<file path="config.mk">
export PLATFORM = sky130hd
export DESIGN_NAME = demux_lane_collector
export DESIGN_NICKNAME = d
export VERILOG_FILES = /design/src/rtl/demux_pkg.sv /design/src/rtl/demux_lane_collector_lane_packer.sv /design/src/rtl/demux_lane_collector.sv
export SDC_FILE = /design/constraint.sdc
export NUM_CORES = 1
export LEC_CHECK = 0
export CAP_MARGIN = 20
export CORE_AREA = 2 2 77 98
export CTS_BUF_LIST = sky130_fd_sc_hd__clkbuf_16
export DETAILED_ROUTE_END_ITERATION = 10
export DIE_AREA = 0 0 79 100
export PLACE_DENSITY_LB_ADDON = 0.08
export SLEW_MARGIN = 0
export SYNTH_ARGS = -nofsm -noshare
export SYNTH_HDL_FRONTEND = slang
export SYNTH_HIERARCHICAL = 1
export SYNTH_SLANG_ARGS = --single-unit
export TNS_END_PERCENT = 10
</file>
<file path="constraint.sdc">
create_clock -name clk -period 2.7 [get_ports clk]
set_input_delay 0.405 -clock clk [delete_from_list [all_inputs] [get_ports clk]]
set_output_delay 0.405 -clock clk [all_outputs]
set_load 0.01 [all_outputs]
</file>
<file path="src/rtl/demux_pkg.sv">
// ----------------------------------------------------------------------------
// demux_pkg
// Shared constants for the demux lane collector.
//   LANES          : number of demux lanes (fixed at 4, one per demux output)
//   SEL_W          : width of the lane select
//   DATA_W_DEFAULT : default number of bits per assembled lane word
//   lane_lo()      : low bit index of a lane's word inside a packed bus
// ----------------------------------------------------------------------------
package demux_pkg;

    localparam int LANES          = 4;
    localparam int SEL_W          = 2;
    localparam int DATA_W_DEFAULT = 8;

    // Lane k occupies [k*width +: width] of any packed per-lane word bus.
    function automatic int lane_lo(input int lane, input int width);
        return lane * width;
    endfunction

endpackage

</file>
<file path="src/rtl/demux_lane_collector_lane_packer.sv">
// ----------------------------------------------------------------------------
// lane_packer
// Serial-to-parallel packer for one demux lane. Bits arrive LSB first. A
// finished word moves into a one-deep holding register that is presented on
// a valid/ready output.
// Ports:
//   clk, rst_n : clock, asynchronous active-low reset
//   take       : a bit for this lane is accepted this cycle
//   bit_in     : the accepted bit
//   out_ready  : consumer accepts the held word
//   can_take   : low only when the next bit would finish a word while the
//                held word is still waiting and is not leaving this cycle
//   data       : held word
//   valid      : held word is available
// ----------------------------------------------------------------------------
module lane_packer #(
    parameter int DATA_W = 8
) (
    input  logic              clk,
    input  logic              rst_n,
    input  logic              take,
    input  logic              bit_in,
    input  logic              out_ready,
    output logic              can_take,
    output logic [DATA_W-1:0] data,
    output logic              valid
);

    localparam int                CNT_W = $clog2(DATA_W) + 1;
    localparam logic [CNT_W-1:0]  LAST  = CNT_W'(DATA_W - 1);

    logic [DATA_W-1:0] shift;
    logic [DATA_W-1:0] hold;
    logic [CNT_W-1:0]  cnt;
    logic              hvalid;
    logic              last_bit;
    logic              completing;
    logic              draining;

    assign last_bit   = (cnt == LAST);
    assign completing = take & last_bit;
    assign draining   = hvalid & out_ready;

    // A draining word frees the holding register in the same cycle, so a
    // finishing word is only refused when the held word is truly stuck.
    assign can_take   = !(last_bit && hvalid && !out_ready);

    assign data  = hold;
    assign valid = hvalid;

    // Shift register and bit counter. The final bit bypasses the shift
    // register and goes straight into the holding register together with
    // the bits gathered so far, so the word is visible one cycle later.
    // A refill in the same cycle as a drain keeps hvalid high with no bubble.
    always_ff @(posedge clk or negedge rst_n) begin
        if (!rst_n) begin
            shift  <= '0;
            hold   <= '0;
            cnt    <= '0;
            hvalid <= 1'b0;
        end else begin
            if (take) begin
                if (last_bit) begin
                    hold  <= {bit_in, shift[DATA_W-2:0]};
                    shift <= '0;
                    cnt   <= '0;
                end else begin
                    shift <= shift | (DATA_W'(bit_in) << cnt);
                    cnt   <= cnt + CNT_W'(1);
                end
            end
            if (completing) begin
                hvalid <= 1'b1;
            end else if (draining) begin
                hvalid <= 1'b0;
            end
        end
    end

endmodule

</file>
<file path="src/rtl/demux_lane_collector.sv">
// ----------------------------------------------------------------------------
// demux_lane_collector
// Consumer for a 1:4 bit demux. Takes the bit the demux steered onto lane
// in_sel and packs it into that lane's word; each lane presents finished
// words on its own valid/ready output.
// Optional feature macro: DEMUX_STEER_CHECK_EN
//   defined   : err is a sticky flag set when, with in_valid high, any lane
//               other than in_sel carries a 1
//   undefined : no check logic, err tied to 0
// Ports:
//   clk, rst_n : clock, asynchronous active-low reset
//   in_valid   : demux output bit valid this cycle
//   in_sel     : lane the demux is steering to
//   in_lanes   : demux outputs; the bit used is in_lanes[in_sel]
//   in_ready   : collector accepts the bit this cycle
//   out_data   : lane k word at [k*DATA_W +: DATA_W]
//   out_valid  : per-lane word available
//   out_ready  : per-lane consumer accept
//   err        : sticky steering error
// ----------------------------------------------------------------------------
module demux_lane_collector
    import demux_pkg::*;
#(
    parameter int DATA_W = DATA_W_DEFAULT
) (
    input  logic                    clk,
    input  logic                    rst_n,
    input  logic                    in_valid,
    input  logic [SEL_W-1:0]        in_sel,
    input  logic [LANES-1:0]        in_lanes,
    output logic                    in_ready,
    output logic [LANES*DATA_W-1:0] out_data,
    output logic [LANES-1:0]        out_valid,
    input  logic [LANES-1:0]        out_ready,
    output logic                    err
);

    logic [LANES-1:0] lane_can_take;
    logic             bit_in;
    logic             accept;

    // Only the selected lane's backpressure matters; other lanes are never
    // touched by this cycle's bit.
    assign bit_in   = in_lanes[in_sel];
    assign in_ready = lane_can_take[in_sel];
    assign accept   = in_valid & in_ready;

    for (genvar k = 0; k < LANES; k++) begin : g_lane
        lane_packer #(
            .DATA_W (DATA_W)
        ) u_lane (
            .clk       (clk),
            .rst_n     (rst_n),
            .take      (accept && (in_sel == SEL_W'(k))),
            .bit_in    (bit_in),
            .out_ready (out_ready[k]),
            .can_take  (lane_can_take[k]),
            .data      (out_data[lane_lo(k, DATA_W) +: DATA_W]),
            .valid     (out_valid[k])
        );
    end

`ifdef DEMUX_STEER_CHECK_EN
    logic err_q;
    logic stray;

    // Any 1 outside the selected lane means the demux and collector disagree
    // about the steering. Checked whenever in_valid is high, even if the bit
    // itself is being held off by backpressure.
    assign stray = in_valid && ((in_lanes & ~(LANES'(1) << in_sel)) != '0);

    // Sticky until reset so a single glitch is never missed.
    always_ff @(posedge clk or negedge rst_n) begin
        if (!rst_n) begin
            err_q <= 1'b0;
        end else if (stray) begin
            err_q <= 1'b1;
        end
    end

    assign err = err_q;
`else
    assign err = 1'b0;
`endif

endmodule

</file>
After elaboration in Yosys (flattened, before gate mapping)
Cells that the tools add are included.
Widths: inputs -> output; s select.
{ "word_totals": {"regBits": 84, "inputBits": 13, "out_inout_bits": 38, "wordCells": 94} }
{ "op_classes": {"n_addsub": 4, "n_lt_le_gt_ge": 1, "n_eq_ne": 7, "shifts": 4, "n_mux": 20, "n_bitwise": 13, "n_reduce_logical": 29} }
{ "op_table": {"columns": ["op", "count"], "rows": [
  ["$mux 8", 4],
  ["$or 8x8->8", 4],
  ["$shl 1x4->8", 4],
  ["$add 4x1->4 const B", 4],
  ["$eq 4x3->1 const B", 4],
  ["$mux 4", 4],
  ["$logic_and 1x1->1", 12],
  ["$mux 1", 10],
  ["$and 1x1->1", 9],
  ["$logic_not 1->1", 8],
  ["$reduce_and 2->1", 4],
  ["$reduce_bool 2->1", 4],
  ["$bmux 1 s2", 2],
  ["$eq 2x2->1 const B", 2],
  ["$lt 2x3->1 const B", 1],
  ["$eq 2x1->1 const B", 1],
  ["$logic_not 2->1", 1]
]} }

Logic depth before layout (Yosys ltp)
{ "logic_depth": {"depth_word": 10, "mapped_depth": 10, "ltp_nobuf": 7} }

By module
Netlist, hierarchy kept.
{ "modules_own_cells": {"columns": ["module", "instances", "cells_each", "area_each_um2", "seq_area_each_um2"], "rows": [
  ["lane_packer", 4, 72, 892.1, 500.5],
  ["demux_lane_collector", 1, 8, 108.9, 0.0]
]} }

Worst setup path before layout
Ideal clock, no wire load.
{ "synth_path": {"path_kind": "flip-flop to flip-flop", "from": "register g_lane[2].u_lane.cnt[0]", "to": "register g_lane[2].u_lane.shift[5]", "setup_time_ns": 0.119, "t_arrival_ns": 2.051, "path_slack_ns": 0.530, "stages_incl_launch_ff": 10, "n_path_buf": 2, "period_less_slack_ns": 2.170, "path_cell_list": "dfrtp_1 > ha_1 > buf_4 > nand3b_1 > or3_1 > and4b_2 > buf_6 > and3b_1 > a41o_1 > and2_1"} }
{ "synth_via": {"elab_chain_cells": 8, "elab_cells_between_ends": 11} }
{ "synth_rtl": {"columns": ["element", "line_no", "text"], "rows": [
  ["start, declared", "demux_lane_collector_lane_packer.sv:34", "logic [CNT_W-1:0] cnt;"],
  ["start signal, assigned", "demux_lane_collector_lane_packer.sv:69", "cnt <= cnt + CNT_W'(1);"],
  ["$eq 4x3->1", "demux_lane_collector_lane_packer.sv:40", "assign last_bit = (cnt == LAST);"],
  ["$logic_and 1x1->1 (2 in a row)", "demux_lane_collector_lane_packer.sv:46", "assign can_take = !(last_bit && hvalid && !out_ready);"],
  ["$logic_not 1->1", "demux_lane_collector_lane_packer.sv:46", null],
  ["net lane_can_take[2]", "demux_lane_collector.sv:38", "logic [LANES-1:0] lane_can_take;"],
  ["$bmux 1 s2", "demux_lane_collector.sv:45", "assign in_ready = lane_can_take[in_sel];"],
  ["$mux 1 (not written as such)", "demux_lane_collector.sv:45", null],
  ["$and 1x1->1", "demux_lane_collector.sv:46", "assign accept = in_valid & in_ready;"],
  ["$logic_and 1x1->1", "demux_lane_collector.sv:54", ".take (accept && (in_sel == SEL_W'(k))),"],
  ["end signal, assigned", "demux_lane_collector_lane_packer.sv:68", "shift <= shift | (DATA_W'(bit_in) << cnt);"],
  ["end, declared", "demux_lane_collector_lane_packer.sv:32", "logic [DATA_W-1:0] shift;"]
]} }
The timed path passes the listed nets, and every way through them passes these cells. The select of a mux whose other input is x is not followed.
A chain may end at the register's enable or synchronous reset.

Worst setup path after layout
{ "layout_path": {"from": "register g_lane[0].u_lane.cnt[1]", "to": "output port in_ready"} }
{ "layout_via": {"elab_chain_cells": 6} }
{ "layout_rtl": {"columns": ["element", "line_no", "text"], "rows": [
  ["start, declared", "demux_lane_collector_lane_packer.sv:34", null],
  ["start signal, assigned", "demux_lane_collector_lane_packer.sv:69", null],
  ["$eq 4x3->1", "demux_lane_collector_lane_packer.sv:40", null],
  ["$logic_and 1x1->1 (2 in a row)", "demux_lane_collector_lane_packer.sv:46", null],
  ["$logic_not 1->1", "demux_lane_collector_lane_packer.sv:46", null],
  ["net lane_can_take[0]", "demux_lane_collector.sv:38", null],
  ["$bmux 1 s2", "demux_lane_collector.sv:45", null],
  ["$mux 1 (not written as such)", "demux_lane_collector.sv:45", null],
  ["end, declared", "demux_lane_collector.sv:31", "output logic in_ready,"]
]} }
The timed path passes the listed nets, and every way through them passes these cells. The select of a mux whose other input is x is not followed.

==> impl_metrics.ini <==
[worst_setup_path]
worstSetupEndpointType = primary output
crit_fanout = 6
r2r-start = g_lane[0].u_lane/cnt[1]
arrival_ns = 2.18
rrSetupSlack_ns = 0.53
cp_data_required_time_ns = 2.30
worstReg2RegEnd = g_lane[0].u_lane/shift[5]
r2r_cells = 7
critPathKind = reg2out
start_kind = flip-flop

[finish]
multiInputGateArea_mm2 = 0.00144
sequential_cell_area_mm2 = 0.00200
final_cell_count_no_fill = 455
drive_gt1_share_pct = 19.6
area_growth_pct = 24.1
diodes = 0
finalNetCount = 376
nFillCells = 573
final_area_mm2 = 0.00456

[timing]
hold_viol = 0
skew_ns = 0.00628
timing.fmax_mhz = 387
setup_viol = 0
rsz0062_at_grt = no
maxSlewViolCount = 0
min_period_ns = 2.58
post-route-period-util_pct = 95.6
tns_ns = 0

[route]
dr.pass1.iters = 4
wl_per_cell_um = 15.1
postRouteAntennaNets = 0
vias_per_cell = 5.54
drc = 0
first_iter_violations = 116
vias = 2519
wirelength_um = 6870

[grt]
overflow = 0
grt_pass1_vias = 2527
grt_usage_pct = 18.9
grt_max_degree = 45
grt_pass1_wl_um = 11700
grt_antenna_before_repair = 0

[clocking]
clock_latency_ns = 0.33
clk_pin_slew_ns = 0.06
clockBufferDepth = 2
holdBufCountCts = 0
cts_tree = yes
root_buffer = clkbuf_16
htree_levels = 3
cts_buffers = 9
clock-sinks = 80

[logic_synthesis]
synth.top_cell.area_share_pct = 54.4
ys_top_cells_by_count = 80 x dfrtp_1, 20 x inv_1, 20 x o21ai_0
netlist_instances = 296
synthesis.area_mm2 = 0.00368
ys.warnings.count = 6
yosys.area.top_type = dfrtp_1
synth_cell_types = 31
ys.flop_type = dfrtp_1
async_flop_share_pct = 100
syn-num-nets = 313
synth_area_leaders = dfrtp_1 54%, mux2_4 6.5%, mux2_2 3.7%, a31oi_1 2.7%, o21ai_0 2.7%
ys_seq_area_share_pct = 54.4
syn_area_per_cell_um2 = 12.4
synth_seq_cells = 80
yosysMostFrequentCell = dfrtp_1
synth_edf_count = 0

[placed_design]
place_inst = 439
portBuffers = 49
placed_area_mm2 = 0.00428
gp_congestion = 0.764
dp_hpwl_um = 4750

[job]
max_cap_violations = 0

[power]
power_density_mw_per_mm2 = 943
irDropWorstVdd_v = 0.000556
power.leakage_nw = 2.28

[floorplanning]
rows = 35
core_area_mm2 = 0.00709
ios = 51
dieHeight_um = 100
die_area_mm2 = 0.00790
die-width_um = 79
start_util_pct = 51.8

[status]
status = completed

[hold_path]
hp-class = in2async
## registers in the layout, summed over array words and instances (netlist names)
register and count:
g_lane.u_lane/data 32, g_lane.u_lane/shift 28, g_lane.u_lane/cnt 16, g_lane.u_lane/valid 4
## routing by layer
layer / part of all wire, % / wire length (µm) / up-vias / GRT usage, %
li1: - / - / 1196 / -
met1: 46 / 3130 / 1251 / 24.4
met2: 49 / 3380 / 65 / 30.4
met3: 4.2 / 287 / 7 / 5.94
met4: 1.1 / 74 / 0 / 6.23
met5: 0 / 0 / - / 0
## worst max-delay path, cell delays in order, from the launching register on
cell and delay (ns):
dfrtp_2 0.40, ha_1 0.19, nand3b_1 0.11, or3_1 0.37
mux4_2 0.48, dlygate4sd2_1 0.30
## stage by stage
| step | hold slack, ns | power [W] | utilization, % | setup WS, ns |
|---|---|---|---|---|
| 2_1_floorplan | 0.109 | 0.00261 | - | 0.530 |
| 6_report | 0.0310 | 0.00430 | 64.3 | 0.118 |
| 4_1_cts | 0.0375 | 0.00434 | 64.3 | 0.0512 |
| 5_1_grt | 0.0486 | 0.00457 | 64.3 | 0.0294 |
| 3_5_place_dp | 0.396 | 0.00316 | 60.3 | 0.0602 |
| 3_3_place_gp | 0.400 | 0.00312 | 60.3 | 0.0497 |
## layout by cell type (no fill, tap or decap), types with 9 or more instances in the layout
cell	n
nand2_1	16
inv_1	23
o21ai_0	20
clkbuf_16	9
a21oi_1	12
buf_4	20
mux2_4	16
clkdlybuf4s50_1	47
mux2_2	12
dfrtp_1	79
a31oi_1	16
## cell families (layout without fill, tap and decap cells)
| kind of cell | Yosys count | count (layout) | synth area share (%) |
|---|---|---|---|
| mux | 30 | 30 | 11.6 |
| fa+ha+maj | 4 | 4 | 1.36 |
| xor+xnor | 4 | 4 | 0.953 |
| buf+inv | 37 | 104 | 6.33 |
| simple gates | 72 | 72 | 13.5 |
| other cells | 1 | 1 | 0.102 |
| compound gates | 68 | 68 | 11.7 |
| flops | 80 | 80 | 54.4 |
## power breakdown
part	switching [W]	internal, W
combinational	0.000610	0.000731
sequential	0.000230	0.00159
clock	0.000445	0.000700
## final cells by class
class	instances	share of cell area (%)
sequential	80	43.9
multi-input combinational	179	31.5
timing repair buffer	69	14.2
clock buffer	9	4.94
tap	92	2.52
inverter	20	1.65
clock inverter	6	1.21
## how the worst max path moves through the flow
stage                                  startpoint                        end  slack [ns]  cells past startpoint
after CTS                 g_lane[0].u_lane/cnt[1]                   in_ready        0.05                      5
after global placement               out_ready[3]                   in_ready        0.05                      4
after detailed placement             out_ready[3]                   in_ready        0.06                      4
final                     g_lane[0].u_lane/cnt[1]                   in_ready        0.12                      5
after global routing      g_lane[0].u_lane/cnt[1]                   in_ready        0.03                      5
after floorplan           g_lane[2].u_lane/cnt[0]  g_lane[2].u_lane/shift[5]        0.53                      9
## timing repair
item / CTS / global route
setup endpoints to repair: 1 / 1
buffers inserted: 0 / 1
endpoints found under the hold margin: 0 / 0
gates resized for setup: 2 / 1
gates cloned: 0 / 0
No activity file was read; power rests on OpenSTA's default activity.
